### src/rtl/mem_lsu_adapter_if.sv
// rtl/mem_lsu_adapter_if.sv - core request/response and memory port 2 signal bundle
interface mem_lsu_adapter_if;
  logic        req_valid;
  logic        req_ready;
  logic        req_write;
  logic [1:0]  req_size;
  logic        req_unsigned;
  logic [31:0] req_addr;
  logic [31:0] req_wdata;
  logic        resp_valid;
  logic        resp_ready;
  logic [31:0] resp_data;
  logic        resp_err;
  logic        mem_put_valid;
  logic        mem_put_ready;
  logic [67:0] mem_put_request;
  logic        mem_get_valid;
  logic        mem_get_ready;
  logic [67:0] mem_get_response;

  modport slave (
    input  req_valid, req_write, req_size, req_unsigned, req_addr, req_wdata,
    input  resp_ready, mem_put_ready, mem_get_ready, mem_get_response,
    output req_ready, resp_valid, resp_data, resp_err,
    output mem_put_valid, mem_put_request, mem_get_valid
  );

  modport master (
    output req_valid, req_write, req_size, req_unsigned, req_addr, req_wdata,
    output resp_ready, mem_put_ready, mem_get_ready, mem_get_response,
    input  req_ready, resp_valid, resp_data, resp_err,
    input  mem_put_valid, mem_put_request, mem_get_valid
  );
endinterface

### src/rtl/mem_lsu_adapter.sv
// rtl/mem_lsu_adapter.sv - load/store front end with in-order metadata FIFO
module mem_lsu_adapter #(
  parameter int META_DEPTH = 2
) (
  input  logic              clk_i,
  input  logic              rst_i,
  mem_lsu_adapter_if.slave  bus_if
);
  localparam int PW = (META_DEPTH > 1) ? $clog2(META_DEPTH) : 1;
  localparam logic [PW:0] FULL_CNT = (PW+1)'(META_DEPTH);

  typedef struct packed {
    logic       err;
    logic       write;
    logic [1:0] size;
    logic       uns;
    logic [1:0] off;
  } meta_t;

  meta_t         meta_q [META_DEPTH];
  logic [PW-1:0] wr_ptr_q, wr_ptr_d, rd_ptr_q, rd_ptr_d;
  logic [PW:0]   count_q, count_d;

  logic [1:0]  off;
  logic        req_err, full, empty, push, pop;
  logic        req_ready_w, resp_valid_w;
  logic [3:0]  byte_en;
  logic [31:0] shifted, load_data;
  meta_t       new_meta, head;

  assign off     = bus_if.req_addr[1:0];
  assign req_err = (bus_if.req_size == 2'd3)
                 | ((bus_if.req_size == 2'd1) & off[0])
                 | ((bus_if.req_size == 2'd2) & (off != 2'd0));
  assign full    = (count_q == FULL_CNT);
  assign empty   = (count_q == '0);

  // Errors bypass memory, so they only need FIFO room to be accepted.
  assign req_ready_w          = !rst_i & !full & (req_err | bus_if.mem_put_ready);
  assign bus_if.req_ready     = req_ready_w;
  assign bus_if.mem_put_valid = bus_if.req_valid & !rst_i & !full & !req_err;
  assign push                 = bus_if.req_valid & req_ready_w;

  always_comb begin
    byte_en = 4'b0000;
    if (bus_if.req_write) begin
      case (bus_if.req_size)
        2'd0:    byte_en = 4'b0001 << off;
        2'd1:    byte_en = 4'b0011 << off;
        default: byte_en = 4'b1111;
      endcase
    end
  end

  assign bus_if.mem_put_request = bus_if.req_write
      ? {byte_en, bus_if.req_addr[31:2], 2'b00, bus_if.req_wdata << {off, 3'b000}}
      : {4'b0000, bus_if.req_addr[31:2], 2'b00, 32'h0};

  assign new_meta = '{err: req_err, write: bus_if.req_write, size: bus_if.req_size,
                      uns: bus_if.req_unsigned, off: off};

  assign head = meta_q[rd_ptr_q];

  // Non-error heads ride the memory handshake so the memory slot frees in the same cycle.
  assign resp_valid_w         = !rst_i & !empty & (head.err | bus_if.mem_get_ready);
  assign bus_if.resp_valid    = resp_valid_w;
  assign bus_if.mem_get_valid = !rst_i & !empty & !head.err & bus_if.resp_ready;
  assign bus_if.resp_err      = !rst_i & !empty & head.err;
  assign pop                  = resp_valid_w & bus_if.resp_ready;

  assign shifted = bus_if.mem_get_response[31:0] >> {head.off, 3'b000};

  always_comb begin
    case (head.size)
      2'd0:    load_data = {{24{~head.uns & shifted[7]}},  shifted[7:0]};
      2'd1:    load_data = {{16{~head.uns & shifted[15]}}, shifted[15:0]};
      default: load_data = shifted;
    endcase
  end

  assign bus_if.resp_data = (head.err | head.write | empty) ? 32'h0 : load_data;

  always_comb begin
    wr_ptr_d = wr_ptr_q + PW'(push);
    rd_ptr_d = rd_ptr_q + PW'(pop);
    count_d  = count_q + (PW+1)'(push) - (PW+1)'(pop);
  end

  always_ff @(posedge clk_i or posedge rst_i) begin
    if (rst_i) begin
      wr_ptr_q <= '0;
      rd_ptr_q <= '0;
      count_q  <= '0;
    end else begin
      wr_ptr_q <= wr_ptr_d;
      rd_ptr_q <= rd_ptr_d;
      count_q  <= count_d;
    end
  end

  always_ff @(posedge clk_i) begin
    if (push) begin
      meta_q[wr_ptr_q] <= new_meta;
    end
  end
endmodule

### src/flat_wrapper.sv
// flat-port wrapper written by rule: the top's interface ports become plain ports
module mem_lsu_adapter_flat 
#(
  parameter int META_DEPTH = 2
)
  (clk_i, rst_i, bus_if_req_valid, bus_if_req_write, bus_if_req_size, bus_if_req_unsigned, bus_if_req_addr, bus_if_req_wdata, bus_if_resp_ready, bus_if_mem_put_ready, bus_if_mem_get_ready, bus_if_mem_get_response, bus_if_req_ready, bus_if_resp_valid, bus_if_resp_data, bus_if_resp_err, bus_if_mem_put_valid, bus_if_mem_put_request, bus_if_mem_get_valid);
  mem_lsu_adapter_if bus_if_i ();
  input  logic clk_i;
  input  logic rst_i;
  input wire logic [$bits(bus_if_i.req_valid)-1:0] bus_if_req_valid;
  input wire logic [$bits(bus_if_i.req_write)-1:0] bus_if_req_write;
  input wire logic [$bits(bus_if_i.req_size)-1:0] bus_if_req_size;
  input wire logic [$bits(bus_if_i.req_unsigned)-1:0] bus_if_req_unsigned;
  input wire logic [$bits(bus_if_i.req_addr)-1:0] bus_if_req_addr;
  input wire logic [$bits(bus_if_i.req_wdata)-1:0] bus_if_req_wdata;
  input wire logic [$bits(bus_if_i.resp_ready)-1:0] bus_if_resp_ready;
  input wire logic [$bits(bus_if_i.mem_put_ready)-1:0] bus_if_mem_put_ready;
  input wire logic [$bits(bus_if_i.mem_get_ready)-1:0] bus_if_mem_get_ready;
  input wire logic [$bits(bus_if_i.mem_get_response)-1:0] bus_if_mem_get_response;
  output wire logic [$bits(bus_if_i.req_ready)-1:0] bus_if_req_ready;
  output wire logic [$bits(bus_if_i.resp_valid)-1:0] bus_if_resp_valid;
  output wire logic [$bits(bus_if_i.resp_data)-1:0] bus_if_resp_data;
  output wire logic [$bits(bus_if_i.resp_err)-1:0] bus_if_resp_err;
  output wire logic [$bits(bus_if_i.mem_put_valid)-1:0] bus_if_mem_put_valid;
  output wire logic [$bits(bus_if_i.mem_put_request)-1:0] bus_if_mem_put_request;
  output wire logic [$bits(bus_if_i.mem_get_valid)-1:0] bus_if_mem_get_valid;
  assign bus_if_i.req_valid = bus_if_req_valid;
  assign bus_if_i.req_write = bus_if_req_write;
  assign bus_if_i.req_size = bus_if_req_size;
  assign bus_if_i.req_unsigned = bus_if_req_unsigned;
  assign bus_if_i.req_addr = bus_if_req_addr;
  assign bus_if_i.req_wdata = bus_if_req_wdata;
  assign bus_if_i.resp_ready = bus_if_resp_ready;
  assign bus_if_i.mem_put_ready = bus_if_mem_put_ready;
  assign bus_if_i.mem_get_ready = bus_if_mem_get_ready;
  assign bus_if_i.mem_get_response = bus_if_mem_get_response;
  assign bus_if_req_ready = bus_if_i.req_ready;
  assign bus_if_resp_valid = bus_if_i.resp_valid;
  assign bus_if_resp_data = bus_if_i.resp_data;
  assign bus_if_resp_err = bus_if_i.resp_err;
  assign bus_if_mem_put_valid = bus_if_i.mem_put_valid;
  assign bus_if_mem_put_request = bus_if_i.mem_put_request;
  assign bus_if_mem_get_valid = bus_if_i.mem_get_valid;
  mem_lsu_adapter #(.META_DEPTH(META_DEPTH)) u_core (.clk_i(clk_i), .rst_i(rst_i), .bus_if(bus_if_i));
endmodule
### config.mk
export PLATFORM = sky130hd
export DESIGN_NAME = mem_lsu_adapter_flat
export DESIGN_NICKNAME = d
export VERILOG_FILES = /design/src/rtl/mem_lsu_adapter_if.sv /design/src/rtl/mem_lsu_adapter.sv /design/src/flat_wrapper.sv
export SDC_FILE = /design/constraint.sdc
export NUM_CORES = 1
export LEC_CHECK = 0
export ABC_AREA = 1
export BUFFER_PORTS_ARGS = -buffer_cell sky130_fd_sc_hd__buf_2
export CAP_MARGIN = 0
export CORE_AREA = 2 2 97 99
export DETAILED_ROUTE_END_ITERATION = 10
export DIE_AREA = 0 0 99 101
export GPL_ROUTABILITY_DRIVEN = 1
export PLACE_DENSITY = 0.67
export REMOVE_ABC_BUFFERS = 1
export SYNTH_ARGS = -nofsm -noshare
export SYNTH_HDL_FRONTEND = slang
export SYNTH_SLANG_ARGS = --single-unit
export TNS_END_PERCENT = 100
### constraint.sdc
create_clock -name clk_i -period 5.8 [get_ports clk_i]
set_clock_uncertainty 0.2 [all_clocks]
set_input_delay 1.16 -clock clk_i [delete_from_list [all_inputs] [get_ports clk_i]]
set_output_delay 1.16 -clock clk_i [all_outputs]
set_load 0.1 [all_outputs]
==> results of run 1 <==
worst min-delay path by stage:
| stage | from | slack (ns) | endpoint |
|---|---|---|---|
| CTS | u_core.count_q[1] | 0.43 | u_core.count_q[1] |
| detailed placement | u_core.count_q[1] | 0.42 | u_core.count_q[1] |
| global route | u_core.wr_ptr_q | 0.48 | u_core.wr_ptr_q |
| floorplan | u_core.count_q[1] | 0.39 | u_core.count_q[1] |
| global placement | u_core.wr_ptr_q | 0.40 | u_core.wr_ptr_q |
| finish | u_core.count_q[1] | 0.43 | u_core.count_q[1] |
logic make-up (layout without fill, tap and decap cells):
group | after synthesis | in the layout | share of synthesized area [%]
and+or+nand+nor | 208 | 208 | 35.28
buffers and inverters | 109 | 205 | 21.62
adders and majority gates | 4 | 4 | 1.897
xor gates and xnor gates | 3 | 3 | 0.9959
other | 1 | 2 | 0.1421
DFF | 18 | 18 | 19.73
AOI/OAI and AO/OA | 91 | 91 | 20.34
cell usage in the layout, fill, tap and decap left out, types with 2 or more instances in the layout:
cell / synthesis / final
a21oi_1: 35 / 35
nand2_1: 120 / 120
edfxtp_1: 14 / 14
inv_1: 42 / 42
a211oi_1: 7 / 7
nand3_4: 2 / 2
nand3_1: 32 / 32
inv_2: 10 / 10
nand2_2: 15 / 15
nor2_1: 30 / 30
nand3_2: 2 / 2
nand2_4: 2 / 2
o21ai_0: 28 / 28
xnor2_1: 2 / 2
o21ai_2: 2 / 2
ha_1: 4 / 4
clkbuf_8: 0 / 4
conb_1: 1 / 2
o32ai_1: 8 / 8
dfrtp_1: 4 / 4
buf_2: 9 / 148
o22ai_1: 8 / 8
critical path: cells and delay by family, from the launching register on:
| family | cells | cell delay [ns] |
|---|---|---|
| buffers and inverters | 2 | 0.33 |
| AOI/OAI and AO/OA | 1 | 1.02 |
| and+or+nand+nor | 4 | 0.95 |
| DFF | 1 | 0.54 |
flip-flops by register name, indices dropped and copies added, names as in the netlist:
name,cells
u_core.meta_q,14
u_core.count_q,2
u_core.rd_ptr_q,1
u_core.wr_ptr_q,1
per-layer routing:
| layer | up-vias | GRT usage (%) | wire length [µm] |
|---|---|---|---|
| li1 | 1570 | - | - |
| met1 | 1356 | 20.75 | 3802 |
| met2 | 229 | 25.10 | 3529 |
| met3 | 15 | 6.935 | 1253 |
| met4 | 2 | 5.796 | 172 |
| met5 | - | 1.026 | 11 |
per-stage QoR:
step | cells | total power, mW | hold WS [ns] | area, µm²
global placement | 638 | 1.584 | 0.4018 | 3158
finish | 642 | 1.694 | 0.4332 | 3213
detailed placement | 638 | 1.594 | 0.4174 | 3158
CTS | 642 | 1.694 | 0.4305 | 3213
global route | 642 | 1.802 | 0.4784 | 3213
floorplan | 379 | 1.358 | 0.3868 | 2278
power by group:
part | internal [mW] | switching [mW]
Sequential | 0.165 | 0.0245
Clock | 0.0602 | 0.0377
Combinational | 0.260 | 1.15
Total | 0.486 | 1.21
cell type report:
type / count / area (µm²) / share of cell area, %
well taps: 111 / 138.9 / 4.322
flip-flops and latches: 18 / 520.5 / 16.20
multi-input cells: 308 / 1551 / 48.29
inverters: 53 / 206.4 / 6.425
clock buffers: 4 / 55.05 / 1.713
repair buffers: 148 / 740.7 / 23.05
==> impl_metrics.env, run 1 <==
export IMPL_drive_above_1_share_pct=35.59
export IMPL_ys_warn_count=0
export IMPL_cts_sinks=18
export IMPL_cts_tree="built"
export IMPL_first_pass_iters=5
export IMPL_avgRoutedWirePerCell_um=13.66
export IMPL_r2r_cells=9
export IMPL_ios=247
export IMPL_regToRegStartpoint="u_core.rd_ptr_q"
export IMPL_fillers=959
export IMPL_finalCritPeriodShare_pct=77.00
export IMPL_grt_pass1_wl_um=13380
export IMPL_hold_buffers=0
export IMPL_avgSynthCellArea_um2=6.080
export IMPL_worstReg2RegEnd="u_core.count_q[1]"
export IMPL_ys_flop_type="edfxtp_1"
export IMPL_ctsResizeCount=0
export IMPL_cp_data_required_time_ns=4.44
export IMPL_clock_path_buffers=2
export IMPL_yosysTopAreaCell="nand2_1"
export IMPL_worstSkewPairLatency_ns=0.24
export IMPL_hold_viol=0
export IMPL_synth_seq_area_share_pct=19.72
export IMPL_synth_area_leaders="nand2_1, edfxtp_1, buf_4"
export IMPL_vias_per_cell=4.941
export IMPL_antenna_found_initial=1
export IMPL_postCtsSetupRepairBufs=0
export IMPL_die_h_um=101
export IMPL_path_common_cell="nand3_4"
export IMPL_final_nets=678
export IMPL_grt_overflow=0
export IMPL_hold_depth=2
export IMPL_dp_hpwl_um=6954
export IMPL_initial_utilization_pct=29.39
export IMPL_dp_slack_ns=1.435
export IMPL_tightest_slew_ns=1.229
export IMPL_slowest_stage="o21ai_2"
export IMPL_cp_start_kind="flip-flop"
export IMPL_drtIter0Drc=115
export IMPL_synth_edf_count=14
export IMPL_synth_area_um2=2639
export IMPL_grt_usage_pct=16.45
export IMPL_place_gp_congestion=0.8529
export IMPL_drv_cap=0
export IMPL_grt_pass1_vias=2756
export IMPL_slowest_delay_ns=1.02
export IMPL_worstSetupPathType="flip-flop to output port"
export IMPL_cts_made_buffers=3
export IMPL_async_reset_ff_share_pct=22.22
export IMPL_drc=0
export IMPL_ir_drop_uv=186.0
export IMPL_endpoint="bus_if_resp_data[17]"
export IMPL_yosysMostFrequentCell="nand2_1"
export IMPL_die_x_um=99
export IMPL_p_leak_nw=1.851
export IMPL_synth_seq_cells=18
export IMPL_numPortBuffers=148
export IMPL_power_density_nw_per_um2=527.3
export IMPL_rows=35
export IMPL_synthTopCellsByCount="nand2_1, inv_1, a21oi_1"
export IMPL_path_cells="o21ai_2 -> nand3_1 -> nand3_4 -> nand3_4 -> nand2_1 -> inv_1 -> buf_2"
export IMPL_die_area_um2=9999
export IMPL_core_area_um2=8977
export IMPL_utilization_pct=35.79
export IMPL_cp_max_fo=32
export IMPL_setup_slack_ns=1.334
export IMPL_hp_class="flip-flop to flip-flop"
export IMPL_clkTransAtPathRegs_ns=0.06
export IMPL_setup_tns_final_ns=0
export IMPL_vias=3172
export IMPL_final_antenna_net_count=0
export IMPL_syn_inst=434
export IMPL_antennaDiodeCount=0
export IMPL_r2r_setup_slack_ns=3.62
export IMPL_yosys_area_top_type_share_pct=17.07
export IMPL_setup_violations=0
export IMPL_status="finished, final reports clean"
export IMPL_period_minus_slack_ns=4.466
export IMPL_htreeDepth=1
export IMPL_grt_start_max_net_pins=48
export IMPL_maxSlewViolCount=0
export IMPL_synthDistinctLibCells=35
export IMPL_max_freq_mhz=223.9
export IMPL_rsz0062_at_grt="no"
export IMPL_clockRootBuffer="clkbuf_8"
export IMPL_synthToLayoutAreaGrowth_pct=21.76
export IMPL_routed_wl_um=8769
export IMPL_relSlewSlack_pct=18.08
export IMPL_cp_end_kind="output port"
export IMPL_critPathLaunch="u_core.rd_ptr_q"
export IMPL_arrival_ns=3.11
No activity file was read; power rests on OpenSTA's default activity.
==> run 2: changes to the inputs <==
PLACE_DENSITY = 0.69   (was 0.67)
clock period = 3.9 ns   (was 5.8 ns; I/O delays follow)
==> run 2 against run 1 <==
  * Global-route usage grew 0.15 points
  * Sequential power grew 48%
  * Critical path type unchanged
  * Critical endpoint is now bus_if_resp_data[16]
  * Sequential share of layout area shrank 0.25 points
  * Largest power group unchanged
==> impl_metrics.env, run 2 (synthesis gave the netlist of run 1 again) <==
export IMPL_numPlacedInstances=644
export IMPL_arrival_ns=2.51
export IMPL_top_register="u_core.meta_q"
export IMPL_dp_hpwl_um=7057
export IMPL_cp_end_kind="output port"
export IMPL_regToRegStartpoint="u_core.rd_ptr_q"
export IMPL_cp_data_required_time_ns=2.92
export IMPL_mostFrequentLayoutCells="buf_2, nand2_1, inv_1, a21oi_1, nand3_1"
export IMPL_grt_usage_pct=16.60
export IMPL_p_leak_nw=1.877
export IMPL_worstSetupPathType="flip-flop to output port"
export IMPL_hp_class="input pin to asynchronous set/reset pin"
export IMPL_grt_start_max_net_pins=33
export IMPL_cts_made_buffers=3
export IMPL_postCtsSetupRepairBufs=0
export IMPL_largest_register_ff_count=14
export IMPL_layout_commonest_cell="buf_2"
export IMPL_period_minus_slack_ns=3.489
export IMPL_grt_pass1_wl_um=13520
export IMPL_die_area_um2=9999
export IMPL_numPortBuffers=148
export IMPL_relSlewSlack_pct=49.08
export IMPL_critPathLaunch="u_core.rd_ptr_q"
export IMPL_final_antenna_net_count=0
export IMPL_vias_per_cell=4.927
export IMPL_drv_cap=0
export IMPL_ios=247
export IMPL_clock_path_buffers=2
export IMPL_top_regs="u_core.meta_q: 14 flops, u_core.count_q: 2 flops"
export IMPL_routed_wl_um=8793
export IMPL_clockRootBuffer="clkbuf_8"
export IMPL_instances_no_fill=648
export IMPL_cp_max_fo=23
export IMPL_fillers=943
export IMPL_rows=35
export IMPL_synthToLayoutAreaGrowth_pct=23.66
export IMPL_cts_sinks=18
export IMPL_antenna_found_initial=0
export IMPL_drc=0
export IMPL_first_pass_iters=5
export IMPL_hold_buffers=0
export IMPL_hold_viol=0
export IMPL_setup_tns_final_ns=0
export IMPL_grt_pass1_vias=2863
export IMPL_grt_overflow=0
export IMPL_max_freq_mhz=286.7
export IMPL_rsz0062_at_grt="no"
export IMPL_htreeDepth=1
export IMPL_drtIter0Drc=135
export IMPL_die_h_um=101
export IMPL_maxSlewViolCount=0
export IMPL_status="finished, final reports clean"
export IMPL_finalCritPeriodShare_pct=89.45
export IMPL_avgRoutedWirePerCell_um=13.57
export IMPL_power_density_nw_per_um2=777.0
export IMPL_cp_start_kind="flip-flop"
export IMPL_die_x_um=99
export IMPL_ctsResizeCount=0
export IMPL_tightest_slew_ns=0.7620
export IMPL_clkTransAtPathRegs_ns=0.06
export IMPL_final_nets=684
export IMPL_antennaDiodeCount=0
export IMPL_setup_violations=0
export IMPL_ir_drop_uv=371.7
export IMPL_worstSkewPairLatency_ns=0.25
export IMPL_drive_above_1_share_pct=36.13
export IMPL_core_area_um2=8977
export IMPL_place_gp_congestion=0.9017
export IMPL_cts_tree="built"
export IMPL_vias=3193
export IMPL_initial_utilization_pct=29.39
## run 2: cell count changes in the layout (fill, tap and decap cells not counted), sizes merged
| cell | previous run | this run |
|---|---|---|
| buf | 148 | 154 |
## run 2: final timing paths
path,end,cells past startpoint,slack [ns]
max,bus_if_resp_data[16],9,0.41
max reg2reg,u_core.count_q[1],9,1.70
min,u_core.count_q[1],2,0.23
min reg2reg,u_core.count_q[1],2,0.43
min in group clk_i,u_core.count_q[1],2,0.43
max in group asynchronous,u_core.rd_ptr_q,2,3.11
## run 2: per-stage QoR
step | hold WS, ns | total power [mW] | worst slack, ns | util, % | area (µm²)
final | 0.2335 | 2.535 | 0.4114 | 36.35 | 3263
after detailed placement | 0.4138 | 2.412 | 0.6305 | 35.85 | 3218
after floorplan | 0.3461 | 2.020 | -0.6978 | - | 2278
after global routing | 0.2434 | 2.698 | 0.1714 | 36.35 | 3263
after global placement | 0.4024 | 2.393 | 0.6608 | 35.85 | 3218
after CTS | 0.2244 | 2.550 | 0.3784 | 36.35 | 3263
## run 2: layout make-up
cell class              count  area, µm²  share of cell area [%]
inverters                  53      206.4                   6.327
clock buffers               4      45.04                   1.380
repair buffers            154      800.8                   24.54
well taps                 111      138.9                   4.256
flip-flops and latches     18      520.5                   15.95
multi-input cells         308       1551                   47.55
## run 2: where the power goes
part           switching (mW)  internal [mW]  total [mW]
clock                  0.0567         0.0724       0.129
combinational            1.71          0.420        2.13
sequential             0.0345          0.246       0.281
total                    1.80          0.738        2.54
## run 2: layer usage
layer / global-route usage, % / vias to the layer above / share of wire, %
met5: 2.051 / - / 0
met4: 5.796 / 0 / 1.2
met3: 6.727 / 8 / 14
met2: 27.18 / 221 / 44
met1: 19.54 / 1385 / 40
li1: - / 1579 / -
## run 2: critical path: stages, from the launching register on
cell and delay [ns]:
dfrtp_1 0.60, nand2_1 0.18, nand2_2 0.36, nand2_1 0.09, nand2_1 0.09, nand3_1 0.12
nand3_4 0.24, nand2_1 0.09, inv_1 0.06, buf_2 0.42
==> run 3: changes to the inputs <==
CORE_AREA = 2 2 117 74   (was 2 2 97 99)
DIE_AREA = 0 0 119 76   (was 0 0 99 101)
PLACE_DENSITY = default   (was 0.69)
PLACE_DENSITY_LB_ADDON = 0.25   (was default)
==> run 3 against run 2 <==
  * First-iteration DRC count rose by 43%
  * Utilization rose by 4.2 points
  * Sequential share of layout area fell by 0.097 points
  * Non-clock buffer count did not move
  * Critical path type unchanged
  * Critical endpoint is now bus_if_resp_data[31]
==> impl_metrics.env, run 3 (synthesis gave the netlist of run 1 again) <==
export IMPL_status="finished, final reports clean"
export IMPL_first_pass_iters=5
export IMPL_worstSetupPathType="flip-flop to output port"
export IMPL_r2r_setup_slack_ns=1.64
export IMPL_top_regs="u_core.meta_q: 14 flops, u_core.count_q: 2 flops"
export IMPL_clock_path_buffers=2
export IMPL_clkTransAtPathRegs_ns=0.05
export IMPL_maxSlewViolCount=0
export IMPL_ctsResizeCount=0
export IMPL_grt_usage_pct=20.36
export IMPL_die_h_um=76
export IMPL_drv_cap=0
export IMPL_initial_utilization_pct=32.58
export IMPL_p_leak_nw=1.889
export IMPL_grt_start_max_net_pins=37
export IMPL_cts_sinks=18
export IMPL_drc=0
export IMPL_die_x_um=119
export IMPL_power_density_nw_per_um2=794.1
export IMPL_routed_wl_um=9376
export IMPL_setup_violations=0
export IMPL_dp_hpwl_um=7601
export IMPL_postCtsSetupRepairBufs=0
export IMPL_grt_overflow=0
export IMPL_drtIter0Drc=193
export IMPL_cp_data_required_time_ns=2.92
export IMPL_mostFrequentLayoutCells="buf_2, nand2_1, inv_1, a21oi_1, nand3_1"
export IMPL_largest_register_ff_count=14
export IMPL_ir_drop_uv=408.5
export IMPL_period_minus_slack_ns=3.600
export IMPL_place_area_um2=3204
export IMPL_cts_tree="built"
export IMPL_hp_class="input pin to asynchronous set/reset pin"
export IMPL_stdcell_area_um2=3283
export IMPL_worstSkewPairLatency_ns=0.25
export IMPL_hold_buffers=0
export IMPL_relSlewSlack_pct=49.51
export IMPL_final_antenna_net_count=0
export IMPL_rsz0062_at_grt="no"
export IMPL_die_area_um2=9044
export IMPL_antenna_found_initial=0
export IMPL_finalPower_mw=2.607
export IMPL_grt_pass1_wl_um=14900
export IMPL_max_freq_mhz=277.8
export IMPL_vias_per_cell=4.801
export IMPL_rows=26
export IMPL_vias=3116
export IMPL_htreeDepth=1
export IMPL_grt_pass1_vias=2903
export IMPL_numPortBuffers=148
export IMPL_ios=247
export IMPL_finalCritPeriodShare_pct=92.30
export IMPL_place_gp_congestion=0.8299
export IMPL_cp_max_fo=16
export IMPL_cp_start_kind="flip-flop"
export IMPL_hold_viol=0
export IMPL_final_nets=684
export IMPL_synthToLayoutAreaGrowth_pct=24.42
export IMPL_cp_end_kind="output port"
export IMPL_tightest_slew_ns=0.7555
export IMPL_avgRoutedWirePerCell_um=14.45
export IMPL_arrival_ns=2.62
export IMPL_antennaDiodeCount=0
export IMPL_drive_above_1_share_pct=36.13
export IMPL_core_area_um2=8100
export IMPL_layout_commonest_cell="buf_2"
export IMPL_clockRootBuffer="clkbuf_16"
export IMPL_cts_made_buffers=3
export IMPL_top_register="u_core.meta_q"
## run 3: changes by cell type in the layout (fill, tap and decap cells not counted), sizes merged
cell,delta
clkbuf,-1
clkinv,+1
## run 3: cell type report
cell class                 count  area (µm²)
fill                         894        4817
multi-input combinational    308        1551
timing repair buffer         154       785.8
sequential                    18       520.5
inverter                      53       206.4
tap                          112       140.1
clock buffer                   3       75.07
clock inverter                 1       3.754
## run 3: layer usage
layer | track usage [%] | routed length (µm)
met1 | 27.48 | 4221
met2 | 29.25 | 3831
met5 | 8.523 | 41
met4 | 0.8333 | 12
met3 | 11.00 | 1269
## run 3: power by group
part	switching [mW]	internal, mW	total [mW]
clock	0.0646	0.136	0.201
combinational	1.72	0.406	2.12
sequential	0.0381	0.246	0.284
total	1.82	0.789	2.61
## run 3: worst paths after layout
kind | from | to | cells past startpoint
worst min register to register | u_core.wr_ptr_q | u_core.wr_ptr_q | 3
max in group asynchronous | rst_i | u_core.rd_ptr_q | 2
worst max-delay path | u_core.rd_ptr_q | bus_if_resp_data[31] | 9
worst min-delay path | rst_i | u_core.count_q[0] | 2
min in group clk_i | u_core.wr_ptr_q | u_core.wr_ptr_q | 3
worst max register to register | u_core.rd_ptr_q | u_core.count_q[1] | 9
## run 3: critical path, stage by stage, from the launching register on
cell,delay (ns)
dfrtp_1,0.66
nand2_1,0.19
nand2_1,0.27
nand2_1,0.14
nand3_2,0.12
nand3_4,0.16
nand3_4,0.26
nand2_1,0.09
inv_1,0.06
buf_2,0.42
## run 3: metrics by stage
stage                     utilization (%)  setup TNS (ns)  instances  hold WS, ns  setup slack [ns]
after floorplan                         -          -11.39        379       0.3461           -0.6978
after global placement              39.56               0        645       0.3991            0.6183
after detailed placement            39.56               0        645       0.4141            0.6161
after CTS                           40.53               0        649       0.2275            0.3436
after global routing                40.53               0        649       0.2403            0.1015
final                               40.53               0        649       0.2255            0.3004
